--- config.mk ---
export PLATFORM = sky130hd
export DESIGN_NAME = accumulator_core_param
export DESIGN_NICKNAME = d
export VERILOG_FILES = /design/src/rtl/accumulator_core_param.sv
export SDC_FILE = /design/constraint.sdc
export NUM_CORES = 1
export LEC_CHECK = 0
export CORE_ASPECT_RATIO = 0.9
export CORE_UTILIZATION = 40
export CTS_BUF_LIST = sky130_fd_sc_hd__clkbuf_2
export CTS_CLUSTER_SIZE = 8
export DETAILED_ROUTE_END_ITERATION = 12
export SLEW_MARGIN = 30
export SYNTH_ARGS = -nofsm -noshare
export SYNTH_HDL_FRONTEND = slang
export SYNTH_SLANG_ARGS = --single-unit
--- constraint.sdc ---
create_clock -name clk -period 6 [get_ports clk]
set_input_delay 1.2 -clock clk [delete_from_list [all_inputs] [get_ports clk]]
set_output_delay 1.2 -clock clk [all_outputs]
set_load 0.05 [all_outputs]
--- src/rtl/accumulator_core_param.sv ---
// accumulator_core_param: parametrised accumulator CPU with a two-cycle
// fetch/execute FSM, its own register-file memory, a carry flag, a registered
// output port and a full-state scan chain.
// Optional breakpoint logic is enabled by defining ACCUM_CORE_BREAKPOINT_EN.
module accumulator_core_param #(
    parameter int unsigned DATA_W = 8,
    parameter int unsigned ADDR_W = 4
) (
    input  logic              clk,
    input  logic              rst,
    input  logic              scan_enable,
    input  logic              scan_in,
    output logic              scan_out,
    input  logic              proc_en,
    output logic              halt,
`ifdef ACCUM_CORE_BREAKPOINT_EN
    input  logic              bp_en,
    input  logic [ADDR_W-1:0] bp_addr,
`endif
    input  logic [DATA_W-1:0] io_in,
    output logic [DATA_W-1:0] io_out
);

    localparam int unsigned MemWords = 2 ** ADDR_W;

    typedef enum logic [1:0] {
        StFetch   = 2'b00,
        StExec    = 2'b01,
        StHalt    = 2'b10,
        StHaltAlt = 2'b11  // only reachable by scan; treated as halted
    } state_e;

    localparam logic [3:0] OpLda   = 4'h0;
    localparam logic [3:0] OpSta   = 4'h1;
    localparam logic [3:0] OpAdd   = 4'h2;
    localparam logic [3:0] OpSub   = 4'h3;
    localparam logic [3:0] OpAnd   = 4'h4;
    localparam logic [3:0] OpOr    = 4'h5;
    localparam logic [3:0] OpXor   = 4'h6;
    localparam logic [3:0] OpAddi  = 4'h7;
    localparam logic [3:0] OpLdi   = 4'h8;
    localparam logic [3:0] OpJmp   = 4'h9;
    localparam logic [3:0] OpJz    = 4'hA;
    localparam logic [3:0] OpJc    = 4'hB;
    localparam logic [3:0] OpIn    = 4'hC;
    localparam logic [3:0] OpOut   = 4'hD;
    localparam logic [3:0] OpShift = 4'hE;
    localparam logic [3:0] OpHlt   = 4'hF;

    state_e            state_q, state_d;
    logic [ADDR_W-1:0] pc_q, pc_d;
    logic [DATA_W-1:0] ir_q, ir_d;
    logic [DATA_W-1:0] acc_q, acc_d;
    logic              c_q, c_d;
    logic [DATA_W-1:0] io_q, io_d;
    logic [DATA_W-1:0] mem_q [MemWords];
    logic [DATA_W-1:0] mem_d [MemWords];

    logic [3:0]        opcode;
    logic [ADDR_W-1:0] operand;
    logic [DATA_W-1:0] imm;
    logic [DATA_W-1:0] mem_rd;
    logic [DATA_W:0]   add_mem_sum;
    logic [DATA_W:0]   add_imm_sum;
    logic              zero;

    // Instruction decode and datapath helpers.
    always_comb begin
        opcode      = ir_q[DATA_W-1 -: 4];
        operand     = ir_q[ADDR_W-1:0];
        imm         = {{(DATA_W - ADDR_W){1'b0}}, operand};
        mem_rd      = mem_q[operand];
        add_mem_sum = {1'b0, acc_q} + {1'b0, mem_rd};
        add_imm_sum = {1'b0, acc_q} + {1'b0, imm};
        zero        = (acc_q == '0);
    end

    // Next-state logic: scan shifting takes priority over execution.
    always_comb begin
        state_d = state_q;
        pc_d    = pc_q;
        ir_d    = ir_q;
        acc_d   = acc_q;
        c_d     = c_q;
        io_d    = io_q;
        mem_d   = mem_q;

        if (scan_enable) begin
            // One long shift register: each element's MSB feeds the next LSB.
            state_d  = state_e'({state_q[0], scan_in});
            pc_d     = (pc_q << 1) | ADDR_W'(state_q[1]);
            ir_d     = (ir_q << 1) | DATA_W'(pc_q[ADDR_W-1]);
            acc_d    = (acc_q << 1) | DATA_W'(ir_q[DATA_W-1]);
            c_d      = acc_q[DATA_W-1];
            io_d     = (io_q << 1) | DATA_W'(c_q);
            mem_d[0] = (mem_q[0] << 1) | DATA_W'(io_q[DATA_W-1]);
            for (int i = 1; i < MemWords; i++) begin
                mem_d[i] = (mem_q[i] << 1) | DATA_W'(mem_q[i-1][DATA_W-1]);
            end
        end else if (proc_en) begin
            unique case (state_q)
                StFetch: begin
`ifdef ACCUM_CORE_BREAKPOINT_EN
                    if (bp_en && (pc_q == bp_addr)) begin
                        state_d = StHalt;
                    end else begin
                        ir_d    = mem_q[pc_q];
                        pc_d    = pc_q + 1'b1;
                        state_d = StExec;
                    end
`else
                    ir_d    = mem_q[pc_q];
                    pc_d    = pc_q + 1'b1;
                    state_d = StExec;
`endif
                end
                StExec: begin
                    state_d = StFetch;
                    unique case (opcode)
                        OpLda: acc_d = mem_rd;
                        OpSta: mem_d[operand] = acc_q;
                        OpAdd: {c_d, acc_d} = add_mem_sum;
                        OpSub: begin
                            acc_d = acc_q - mem_rd;
                            c_d   = (acc_q < mem_rd);
                        end
                        OpAnd: acc_d = acc_q & mem_rd;
                        OpOr:  acc_d = acc_q | mem_rd;
                        OpXor: acc_d = acc_q ^ mem_rd;
                        OpAddi: {c_d, acc_d} = add_imm_sum;
                        OpLdi: acc_d = imm;
                        OpJmp: pc_d = operand;
                        OpJz: begin
                            if (zero) pc_d = operand;
                        end
                        OpJc: begin
                            if (c_q) pc_d = operand;
                        end
                        OpIn:  acc_d = io_in;
                        OpOut: io_d = acc_q;
                        OpShift: begin
                            if (operand[0]) begin
                                c_d   = acc_q[0];
                                acc_d = acc_q >> 1;
                            end else begin
                                c_d   = acc_q[DATA_W-1];
                                acc_d = acc_q << 1;
                            end
                        end
                        OpHlt: state_d = StHalt;
                    endcase
                end
                StHalt, StHaltAlt: begin
                    // Halted: nothing changes until reset or rescan.
                end
            endcase
        end
    end

    // State registers with synchronous reset.
    always_ff @(posedge clk) begin
        if (rst) begin
            state_q <= StFetch;
            pc_q    <= '0;
            ir_q    <= '0;
            acc_q   <= '0;
            c_q     <= 1'b0;
            io_q    <= '0;
            for (int i = 0; i < MemWords; i++) begin
                mem_q[i] <= '0;
            end
        end else begin
            state_q <= state_d;
            pc_q    <= pc_d;
            ir_q    <= ir_d;
            acc_q   <= acc_d;
            c_q     <= c_d;
            io_q    <= io_d;
            mem_q   <= mem_d;
        end
    end

    // Outputs.
    always_comb begin
        halt     = state_q[1];
        io_out   = io_q;
        scan_out = mem_q[MemWords-1][DATA_W-1];
    end

endmodule

==> flow_summary.json <==
{
  "drtAntennaViolNets": 0,
  "synth_edf_count": 0,
  "yosys.cell_types.count": 76,
  "fp.dieArea_mm2": 0.02799,
  "synth_nets": 1290,
  "ys_seq_area_share_pct": 29.12,
  "p_leak_nw": 3.663,
  "arrival_ns": 5.00,
  "hold_buffers": 0,
  "nets": 1243,
  "maxCapViolCount": 0,
  "clkLatencyLatePin_ns": 0.79,
  "yosysMostFrequentCell": "dfxtp_1",
  "final.setup.tns_ns": 0,
  "min_period_ns": 4.328,
  "fmax_mhz": 231.1,
  "rsz0062_at_grt": "false",
  "drcViolationCount": 0,
  "cts_max_level": 4,
  "viasPerCell": 6.615,
  "cts-root-buf": "clkbuf_2",
  "tritoncts": "built",
  "numPortBuffers": 22,
  "grt_pass1_vias": 9285,
  "finClkSkew_ns": 0.05632,
  "rr_worst_depth": 12,
  "synth_area_leader_cell": "dfxtp_1",
  "ys_async_sr_fraction_pct": 0,
  "grt_max_degree": 94,
  "r2r-end": "acc_q[6]",
  "n_fill_cell": 2633,
  "multi_input_area_mm2": 0.007201,
  "p_per_area_mw_per_mm2": 180.9,
  "crit_path_end": "acc_q[6]",
  "routed_wirelength_um": 39300,
  "grt_pass1_wl_um": 59820,
  "drv_slew": 0,
  "yosysWarnings": 0,
  "clk_pin_slew_ns": 0.28,
  "drive_above_1_share_pct": 14.56,
  "cts_made_buffers": 17,
  "setup_viol": 0,
  "r2r_slack_ns": 1.67,
  "die_w_um": 176.3,
  "relSlewSlack_pct": 33.85,
  "synth.area.top_cells": "dfxtp_1 (29%), mux4_2 (14%), nor2_1 (5.2%)",
  "avgSynthCellArea_um2": 8.787,
  "drtPass1Iterations": 9,
  "min_path_type": "flip-flop to flip-flop",
  "antenna_found_initial": 0,
  "final_core_util_pct": 42.85,
  "postCtsSetupRepairBufs": 0,
  "synth-seq-cells": 159,
  "area_growth_pct": 5.414,
  "wl_per_cell_um": 25.12,
  "synthCells": 1244,
  "fp.dieH_um": 158.8,
  "grt_usage_pct": 28.25,
  "synth_top_area_share_pct": 29.12,
  "vias": 10346,
  "core_mm2": 0.02689,
  "critPathCaptureType": "flip-flop",
  "hold_viol": 0,
  "pin_count": 23,
  "peakVddDrop_mv": 0.09973,
  "initial_utilization_pct": 40.65,
  "hpwl_um": 27180,
  "post_cts_resized": 0,
  "critical_path.max_fanout": 36,
  "fin_crit_sh_pct": 72.13,
  "rows": 57,
  "cts_buffer_depth": 2,
  "tightestPinTransition_ns": 0.9923,
  "r2r_start": "ir_q[1]",
  "cts_sinks": 159,
  "gp_congestion": 0.9115,
  "worstSetupStartpoint": "ir_q[1]",
  "drt_iter0_drc": 1744,
  "seq_area_mm2": 0.003191,
  "outcome": "completed",
  "synth_ff_type": "dfxtp_1",
  "worstPathRequired_ns": 6.67,
  "worstSetupStartpointType": "flip-flop",
  "yosys-top-cells-count": "dfxtp_1 (159), nor2_1 (152), nand2_1 (136), a21oi_1 (110), clkbuf_1 (79)",
  "syn_area_mm2": 0.01093,
  "grt_overflow_total": 0,
  "worstSetupPathType": "flip-flop to flip-flop",
  "total_power_mw": 2.084
}
## through the flow
| stage | instances | hold WS, ns | instance area (um^2) | setup slack, ns |
|---|---|---|---|---|
| detailed placement | 1532 | 0.4740 | 11320 | 1.650 |
| CTS | 1563 | 0.4859 | 11510 | 1.619 |
| global placement | 1532 | 0.4637 | 11320 | 1.770 |
| floorplan | 1244 | 0.4385 | 10930 | 2.402 |
| finish | 1564 | 0.4877 | 11520 | 1.672 |
| global route | 1563 | 0.5153 | 11520 | 1.374 |
## sequential cells by signal, indices dropped and copies added (netlist names)
| register | cells |
|---|---|
| io_out | 8 |
| pc_q | 4 |
| acc_q | 8 |
| state_q | 2 |
| ir_q | 8 |
| scan_out | 1 |
| mem_q | 127 |
| c_q | 1 |
## how the worst min path moves through the flow
| stage | startpoint | endpoint | cells past startpoint |
|---|---|---|---|
| final | mem_q[58] | mem_q[59] | 2 |
| after global routing | mem_q[58] | mem_q[59] | 2 |
| after CTS | mem_q[58] | mem_q[59] | 2 |
| after detailed placement | mem_q[59] | mem_q[60] | 2 |
| after global placement | mem_q[57] | mem_q[58] | 2 |
| after floorplan | mem_q[60] | mem_q[61] | 2 |
## cell usage in the layout (no fill, tap or decap), drive strengths merged, types with 7 or more instances in the layout
cell / instances
dfxtp: 159
mux2: 22
mux4: 69
nor2: 155
a21oi: 114
nor2b: 15
a211oi: 60
a221oi: 8
nand3: 12
nor3: 16
nand2: 136
o22ai: 9
nand2b: 14
o21ai: 31
a222oi: 21
inv: 30
xnor2: 8
a22oi: 55
clkdlybuf4s50: 20
ha: 30
or4: 7
o211ai: 8
mux2i: 50
buf: 25
clkbuf: 19
## kinds of logic after synthesis
kind of cell             Yosys count  synth area share [%]
buffers and inverters            137                 5.025
XOR/XNOR                          12                0.9615
flip-flops                       159                 29.12
multiplexers                     141                 21.06
AND/OR/NAND/NOR                  392                 16.43
AO/OA/AOI/OAI                    370                 23.42
adder cells (fa/ha/maj)           33                 3.984
## cell type report
type | count | share of cell area (%)
sequential | 159 | 27.69
clock inverter | 12 | 0.8687
timing repair buffer | 45 | 3.399
inverter | 26 | 0.8579
tap | 354 | 3.844
clock buffer | 19 | 0.8253
multi-input combinational | 948 | 62.49
antenna | 1 | 0.02172
## critical path: stages, from the launching register on
cell and delay (ns):
dfxtp_2 0.98, buf_4 0.36, mux4_2 0.34, a22oi_1 0.25, nand2_1 0.18, ha_1 0.27, fa_1 0.43, or2_2 0.31
a221oi_1 0.48, or4_1 0.19, a21oi_1 0.06, nor4_1 0.28, o22ai_1 0.13
## power breakdown
part	total [mW]	leakage (nW)	switching, mW	internal [mW]
sequential	1.16	1.29	0.0664	1.09
clock	0.570	0.126	0.448	0.122
combinational	0.359	2.24	0.216	0.143
total	2.08	3.66	0.730	1.35
## layer usage
layer | up-vias | track usage, % | share of wire [%]
met3 | 93 | 4.765 | 10
met5 | - | 0 | 0
met1 | 5031 | 41.69 | 42
met4 | 0 | 9.802 | 3.3
met2 | 622 | 41.09 | 44
li1 | 4600 | - | -
No activity file was read; power rests on OpenSTA's default activity.
